$ cat config.mk
export PLATFORM = sky130hd
export DESIGN_NAME = gb_job_arbiter
export DESIGN_NICKNAME = d
export VERILOG_FILES = /design/src/rtl/gb_job_arbiter.sv
export SDC_FILE = /design/constraint.sdc
export NUM_CORES = 1
export LEC_CHECK = 0
export BUFFER_PORTS_ARGS = -buffer_cell sky130_fd_sc_hd__buf_4
export CAP_MARGIN = 20
export CORE_AREA = 2 2 84 86
export CTS_CLUSTER_SIZE = 8
export DETAILED_ROUTE_END_ITERATION = 8
export DIE_AREA = 0 0 86 88
export PLACE_DENSITY = 0.8
export SYNTH_ARGS = -nofsm -noshare
export SYNTH_HDL_FRONTEND = slang
export SYNTH_SLANG_ARGS = --single-unit
$ cat constraint.sdc
create_clock -name i_clk -period 3.2 [get_ports i_clk]
set_input_delay 0.64 -clock i_clk [delete_from_list [all_inputs] [get_ports i_clk]]
set_output_delay 0.64 -clock i_clk [all_outputs]
set_load 0.01 [all_outputs]
$ cat src/rtl/gb_job_arbiter.sv
// gb_job_arbiter: shares one Gaussian_Blur accelerator between NREQ requesters.
// Whole 3x3-window jobs are granted round-robin; an in-order tag FIFO records
// the owner of each job so results can be steered back to the right requester.
module gb_job_arbiter #(
  parameter int unsigned NREQ          = 4,
  parameter int unsigned WORDS_PER_JOB = 9,
  parameter int unsigned TAG_DEPTH     = 4,
  parameter int unsigned DATA_W        = 25,
  parameter int unsigned RES_W         = 32
) (
  input  logic                           i_clk,
  input  logic                           i_rst,
  input  logic [NREQ-1:0]                i_req_vld,
  input  logic [NREQ*DATA_W-1:0]         i_req_data,
  output logic [NREQ-1:0]                o_req_busy,
  output logic                           o_acc_rgb_vld,
  output logic [DATA_W-1:0]              o_acc_rgb_data,
  input  logic                           i_acc_rgb_busy,
  input  logic                           i_acc_result_vld,
  input  logic [RES_W-1:0]               i_acc_result_data,
  output logic                           o_acc_result_busy,
  output logic [NREQ-1:0]                o_rsp_vld,
  output logic [RES_W-1:0]               o_rsp_data,
  input  logic [NREQ-1:0]                i_rsp_busy,
  output logic [$clog2(TAG_DEPTH+1)-1:0] o_inflight,
  output logic                           o_err_orphan
);

  localparam int unsigned GW = (NREQ > 1) ? $clog2(NREQ) : 1;
  localparam int unsigned CW = (WORDS_PER_JOB > 1) ? $clog2(WORDS_PER_JOB) : 1;
  localparam int unsigned PW = (TAG_DEPTH > 1) ? $clog2(TAG_DEPTH) : 1;
  localparam int unsigned OW = $clog2(TAG_DEPTH + 1);

  localparam logic [0:0] ST_IDLE   = 1'b0;
  localparam logic [0:0] ST_STREAM = 1'b1;

  logic [0:0]    state_q, state_d;
  logic [GW-1:0] grant_q, grant_d;
  logic [GW-1:0] rr_ptr_q, rr_ptr_d;
  logic [CW-1:0] word_cnt_q, word_cnt_d;
  logic [PW-1:0] wr_ptr_q, wr_ptr_d;
  logic [PW-1:0] rd_ptr_q, rd_ptr_d;
  logic [OW-1:0] count_q, count_d;
  logic          err_q, err_d;
  logic [GW-1:0] mem_q [TAG_DEPTH];

  logic [GW-1:0] pick;
  logic          pick_vld;
  logic          full, empty;
  logic [GW-1:0] head;
  logic          acc_xfer, last_word, push, pop;

  assign full      = (count_q == OW'(TAG_DEPTH));
  assign empty     = (count_q == '0);
  assign head      = mem_q[rd_ptr_q];
  assign acc_xfer  = o_acc_rgb_vld & ~i_acc_rgb_busy;
  assign last_word = (word_cnt_q == CW'(WORDS_PER_JOB - 1));
  assign push      = acc_xfer & last_word;
  assign pop       = i_acc_result_vld & ~o_acc_result_busy;

  assign o_inflight   = count_q;
  assign o_err_orphan = err_q;

  // Round-robin search: first valid requester at or above rr_ptr, wrapping.
  always_comb begin
    int unsigned idx;
    pick     = '0;
    pick_vld = 1'b0;
    idx      = 0;
    for (int unsigned i = 0; i < NREQ; i++) begin
      idx = (32'(rr_ptr_q) + i) % NREQ;
      if (!pick_vld && i_req_vld[GW'(idx)]) begin
        pick_vld = 1'b1;
        pick     = GW'(idx);
      end
    end
  end

  // Request-side steering: only the granted requester sees the accelerator.
  always_comb begin
    o_req_busy     = '1;
    o_acc_rgb_vld  = 1'b0;
    o_acc_rgb_data = '0;
    if (state_q == ST_STREAM) begin
      o_acc_rgb_vld       = i_req_vld[grant_q];
      o_req_busy[grant_q] = i_acc_rgb_busy;
      for (int k = 0; k < int'(NREQ); k++) begin
        if (grant_q == GW'(k)) o_acc_rgb_data = i_req_data[k*DATA_W +: DATA_W];
      end
    end
  end

  // Result-side steering to the owner of the oldest outstanding job.
  always_comb begin
    o_rsp_vld         = '0;
    o_rsp_data        = '0;
    o_acc_result_busy = 1'b1;
    if (!empty) begin
      o_rsp_vld[head]   = i_acc_result_vld;
      o_rsp_data        = i_acc_result_data;
      o_acc_result_busy = i_rsp_busy[head];
    end
  end

  // Next-state logic for the job FSM, tag FIFO pointers and orphan flag.
  always_comb begin
    state_d    = state_q;
    grant_d    = grant_q;
    rr_ptr_d   = rr_ptr_q;
    word_cnt_d = word_cnt_q;
    wr_ptr_d   = wr_ptr_q;
    rd_ptr_d   = rd_ptr_q;
    count_d    = count_q;
    err_d      = err_q | (empty & i_acc_result_vld);

    case (state_q)
      ST_IDLE: begin
        if (pick_vld && !full) begin
          grant_d    = pick;
          word_cnt_d = '0;
          state_d    = ST_STREAM;
        end
      end
      ST_STREAM: begin
        if (acc_xfer) begin
          if (last_word) begin
            word_cnt_d = '0;
            rr_ptr_d   = (grant_q == GW'(NREQ - 1)) ? '0 : grant_q + GW'(1);
            state_d    = ST_IDLE;
          end else begin
            word_cnt_d = word_cnt_q + CW'(1);
          end
        end
      end
      default: state_d = ST_IDLE;
    endcase

    if (push) wr_ptr_d = wr_ptr_q + PW'(1);
    if (pop)  rd_ptr_d = rd_ptr_q + PW'(1);
    case ({push, pop})
      2'b10:   count_d = count_q + OW'(1);
      2'b01:   count_d = count_q - OW'(1);
      default: count_d = count_q;
    endcase
  end

  // State registers with synchronous reset.
  always_ff @(posedge i_clk) begin
    if (i_rst) begin
      state_q    <= ST_IDLE;
      grant_q    <= '0;
      rr_ptr_q   <= '0;
      word_cnt_q <= '0;
      wr_ptr_q   <= '0;
      rd_ptr_q   <= '0;
      count_q    <= '0;
      err_q      <= 1'b0;
    end else begin
      state_q    <= state_d;
      grant_q    <= grant_d;
      rr_ptr_q   <= rr_ptr_d;
      word_cnt_q <= word_cnt_d;
      wr_ptr_q   <= wr_ptr_d;
      rd_ptr_q   <= rd_ptr_d;
      count_q    <= count_d;
      err_q      <= err_d;
    end
  end

  // Tag storage; contents are only meaningful between the pointers.
  always_ff @(posedge i_clk) begin
    if (push) mem_q[wr_ptr_q] <= grant_q;
  end

endmodule

==> results.sh <==
export IMPL_status="complete, no violations"
export IMPL_drtAntennaViolNets=0
export IMPL_startpoint="grant_q[0]"
export IMPL_rsz0062_at_grt="no"
export IMPL_grt_overflow=0
export IMPL_routabilityCongestion=0.7890
export IMPL_drc=0
export IMPL_antenna_found_initial=0
export IMPL_hp_class="reg -> reg"
export IMPL_syn2layout_area_growth_pct=68.20
export IMPL_synth_yosys_warnings=0
export IMPL_timing_rr_end="o_inflight[2]"
export IMPL_hpwl_um=7669
export IMPL_grt_pass1_vias=2830
export IMPL_final_max_slew_viol_count=0
export IMPL_power_leakage_nw=1.996
export IMPL_initial_utilization=0.3797
export IMPL_ys_flop_type="dfxtp_1"
export IMPL_drtIter0Drc=200
export IMPL_clock_path_buffers=2
export IMPL_holdCritStartpoint="o_err_orphan"
export IMPL_grtUsageTotal=0.2245
export IMPL_diodes=0
export IMPL_clock_latency_ns=0.28
export IMPL_num_vias=3165
export IMPL_final_cells=616
export IMPL_maxCapViolCount=0
export IMPL_core_area_um2=6644
export IMPL_dp_slack_ns=0.2893
export IMPL_worst_slew_pin_slew_ns=0.8890
export IMPL_regToRegSetupSlack_ns=0.33
export IMPL_vdd_drop_max_v=0.0001391
export IMPL_synth_cells=336
export IMPL_die_area_um2=7568
export IMPL_r2r_cells=10
export IMPL_cts_sinks=27
export IMPL_synth_async_reset_ratio=0
export IMPL_die_w_um=86
export IMPL_finalPower_uw=947.9
export IMPL_hold_depth=2
export IMPL_crit_arrival_ns=2.31
export IMPL_fmax_mhz=338.5
export IMPL_die_h_um=88
export IMPL_power_density_nw_per_um2=223.4
export IMPL_wirelength_um=9547
export IMPL_grt_pass1_wl_um=13680
export IMPL_worstSetupStartpointType="flip-flop"
export IMPL_ioPinCount=215
export IMPL_hold_viol_final=0
export IMPL_fin_setup_tns_ns=0
export IMPL_nets=693
export IMPL_seq_area_frac_synth=0.2460
export IMPL_drive_above_1_share=0.4384
export IMPL_period_share=0.9231
export IMPL_dpl_cell_area_um2=4194
export IMPL_synth_edf_count=8
export IMPL_ctsHtreeMaxLevel=1
export IMPL_clk_pin_slew_worst_paths_ns=0.10
export IMPL_synth_top_area_frac=0.1508
export IMPL_synth_nets=492
export IMPL_grt_start_max_net_pins=52
export IMPL_skew_ns=0.007358
export IMPL_synth_area_leaders="dfxtp_1 15%, nor2b_1 13%, edfxtp_1 9.5%"
export IMPL_post_drt_via_cell_ratio=5.138
export IMPL_post_cts_setup_buffer_count=0
export IMPL_wl_per_cell_um=15.50
export IMPL_rows=30
export IMPL_critPathCaptureType="primary output"
export IMPL_critPathCapture="o_acc_rgb_data[12]"
export IMPL_cts_tree="done"
export IMPL_setup_violations=0
export IMPL_worstSetupPathType="reg -> out"
export IMPL_final_area_um2=4243
export IMPL_dpl_cell_count=612
export IMPL_cts_hold_buf=0
export IMPL_setup_ws_ns=0.2460
export IMPL_port_buffers=214
export IMPL_synth_cell_type_count=34
export IMPL_postSynthAreaPerCell_um2=7.507
export IMPL_cp_max_fo=13
export IMPL_post_route_min_period_ns=2.954
export IMPL_cts_root_buf="clkbuf_8"
export IMPL_relSlewSlack=0.4033
export IMPL_n_fill_cell=615
export IMPL_yosys_area_top_type="dfxtp_1"
export IMPL_numCtsBuffers=3
export IMPL_synth_seq_cells=27
export IMPL_worstPathRequired_ns=2.56
export IMPL_syn_area_um2=2522
export IMPL_dr_pass1_iters=4
==> layout by cell type, fill, tap and decap left out, types with 7 or more instances in the layout <==
cell / count
a221oi_1: 24
dfxtp_1: 19
nor3_1: 26
nand2_1: 12
inv_1: 15
mux2i_1: 7
and2_1: 34
nor2_1: 21
buf_4: 223
ha_1: 11
nor2b_1: 52
a21oi_1: 40
edfxtp_1: 8
==> where the power goes <==
group	leakage (nW)	switching (mW)	total [mW]	internal (mW)
Sequential	0.227	0.00202	0.357	0.355
Combinational	1.74	0.165	0.393	0.228
Clock	0.0255	0.111	0.198	0.0876
Total	2.00	0.277	0.948	0.671
==> cell families after synthesis <==
| family | Yosys count | share of synthesized area |
|---|---|---|
| xor+xnor | 3 | 0.01042 |
| fa+ha+maj | 12 | 0.06250 |
| flops | 27 | 0.2460 |
| mux | 12 | 0.06498 |
| compound gates | 72 | 0.1825 |
| simple gates | 168 | 0.3705 |
| buf+inv | 42 | 0.06300 |
==> worst min path at each step <==
stage / to / slack (ns)
floorplan: word_cnt_q[3] / 0.44
global placement: o_err_orphan / 0.45
detailed placement: o_err_orphan / 0.46
CTS: o_err_orphan / 0.48
global route: o_err_orphan / 0.50
finish: o_err_orphan / 0.47
==> cell type report <==
| class | count | area (um2) | area share |
|---|---|---|---|
| multi-input combinational | 267 | 1745 | 0.4114 |
| timing repair buffer | 223 | 1674 | 0.3946 |
| sequential | 27 | 620.6 | 0.1463 |
| tap | 80 | 100.1 | 0.02359 |
| inverter | 15 | 56.30 | 0.01327 |
| clock buffer | 3 | 41.29 | 0.009732 |
| clock inverter | 1 | 5.005 | 0.001180 |
==> per-layer routing <==
| layer | part of all wire | GRT usage | wire length (um) | up-vias |
|---|---|---|---|---|
| met1 | 0.39 | 0.2748 | 3699 | 1437 |
| met2 | 0.52 | 0.4080 | 4933 | 138 |
| met4 | 0.013 | 0.05483 | 128 | 0 |
| met3 | 0.082 | 0.03959 | 786 | 13 |
| li1 | - | - | - | 1577 |
| met5 | 0 | 0 | 0 | - |
==> synth_stat cells (7+ instances only) <==
cell type and number:
clkbuf_1 24, inv_1 15, mux2i_1 7, edfxtp_1 8, and2_1 34, a221oi_1 24, ha_1 11, nor2_1 21
dfxtp_1 19, nor3_1 26, nor2b_1 53, nand2_1 12, a21oi_1 40
==> sequential cells by signal, indices dropped and copies added (netlist names), named ones only <==
register      flops
word_cnt_q        4
state_q           1
wr_ptr_q          2
grant_q           2
rr_ptr_q          2
o_inflight        3
o_err_orphan      1
rd_ptr_q          2
mem_q             8
==> stage by stage <==
step                      hold WS [ns]    util
after detailed placement        0.4571  0.6313
final                           0.4727  0.6386
after floorplan                 0.4407       -
after global routing            0.5021  0.6386
after global placement          0.4499  0.6313
after CTS                       0.4782  0.6386
==> repair_timing <==
item	in CTS	in global routing
endpoints found under the setup margin	2	0
gates resized for setup	1	0
endpoints found under the hold margin	0	0
==> critical path, cell delays in order (launching register included) <==
cell and delay (ns):
dfxtp_1 0.34, inv_1 0.09, ha_1 0.21, nor2b_2 0.50, buf_4 0.30, a221oi_1 0.10, nor3_1 0.19, a21oi_1 0.07
nor2b_1 0.12, buf_4 0.13
(Power assumes the default switching activity.)
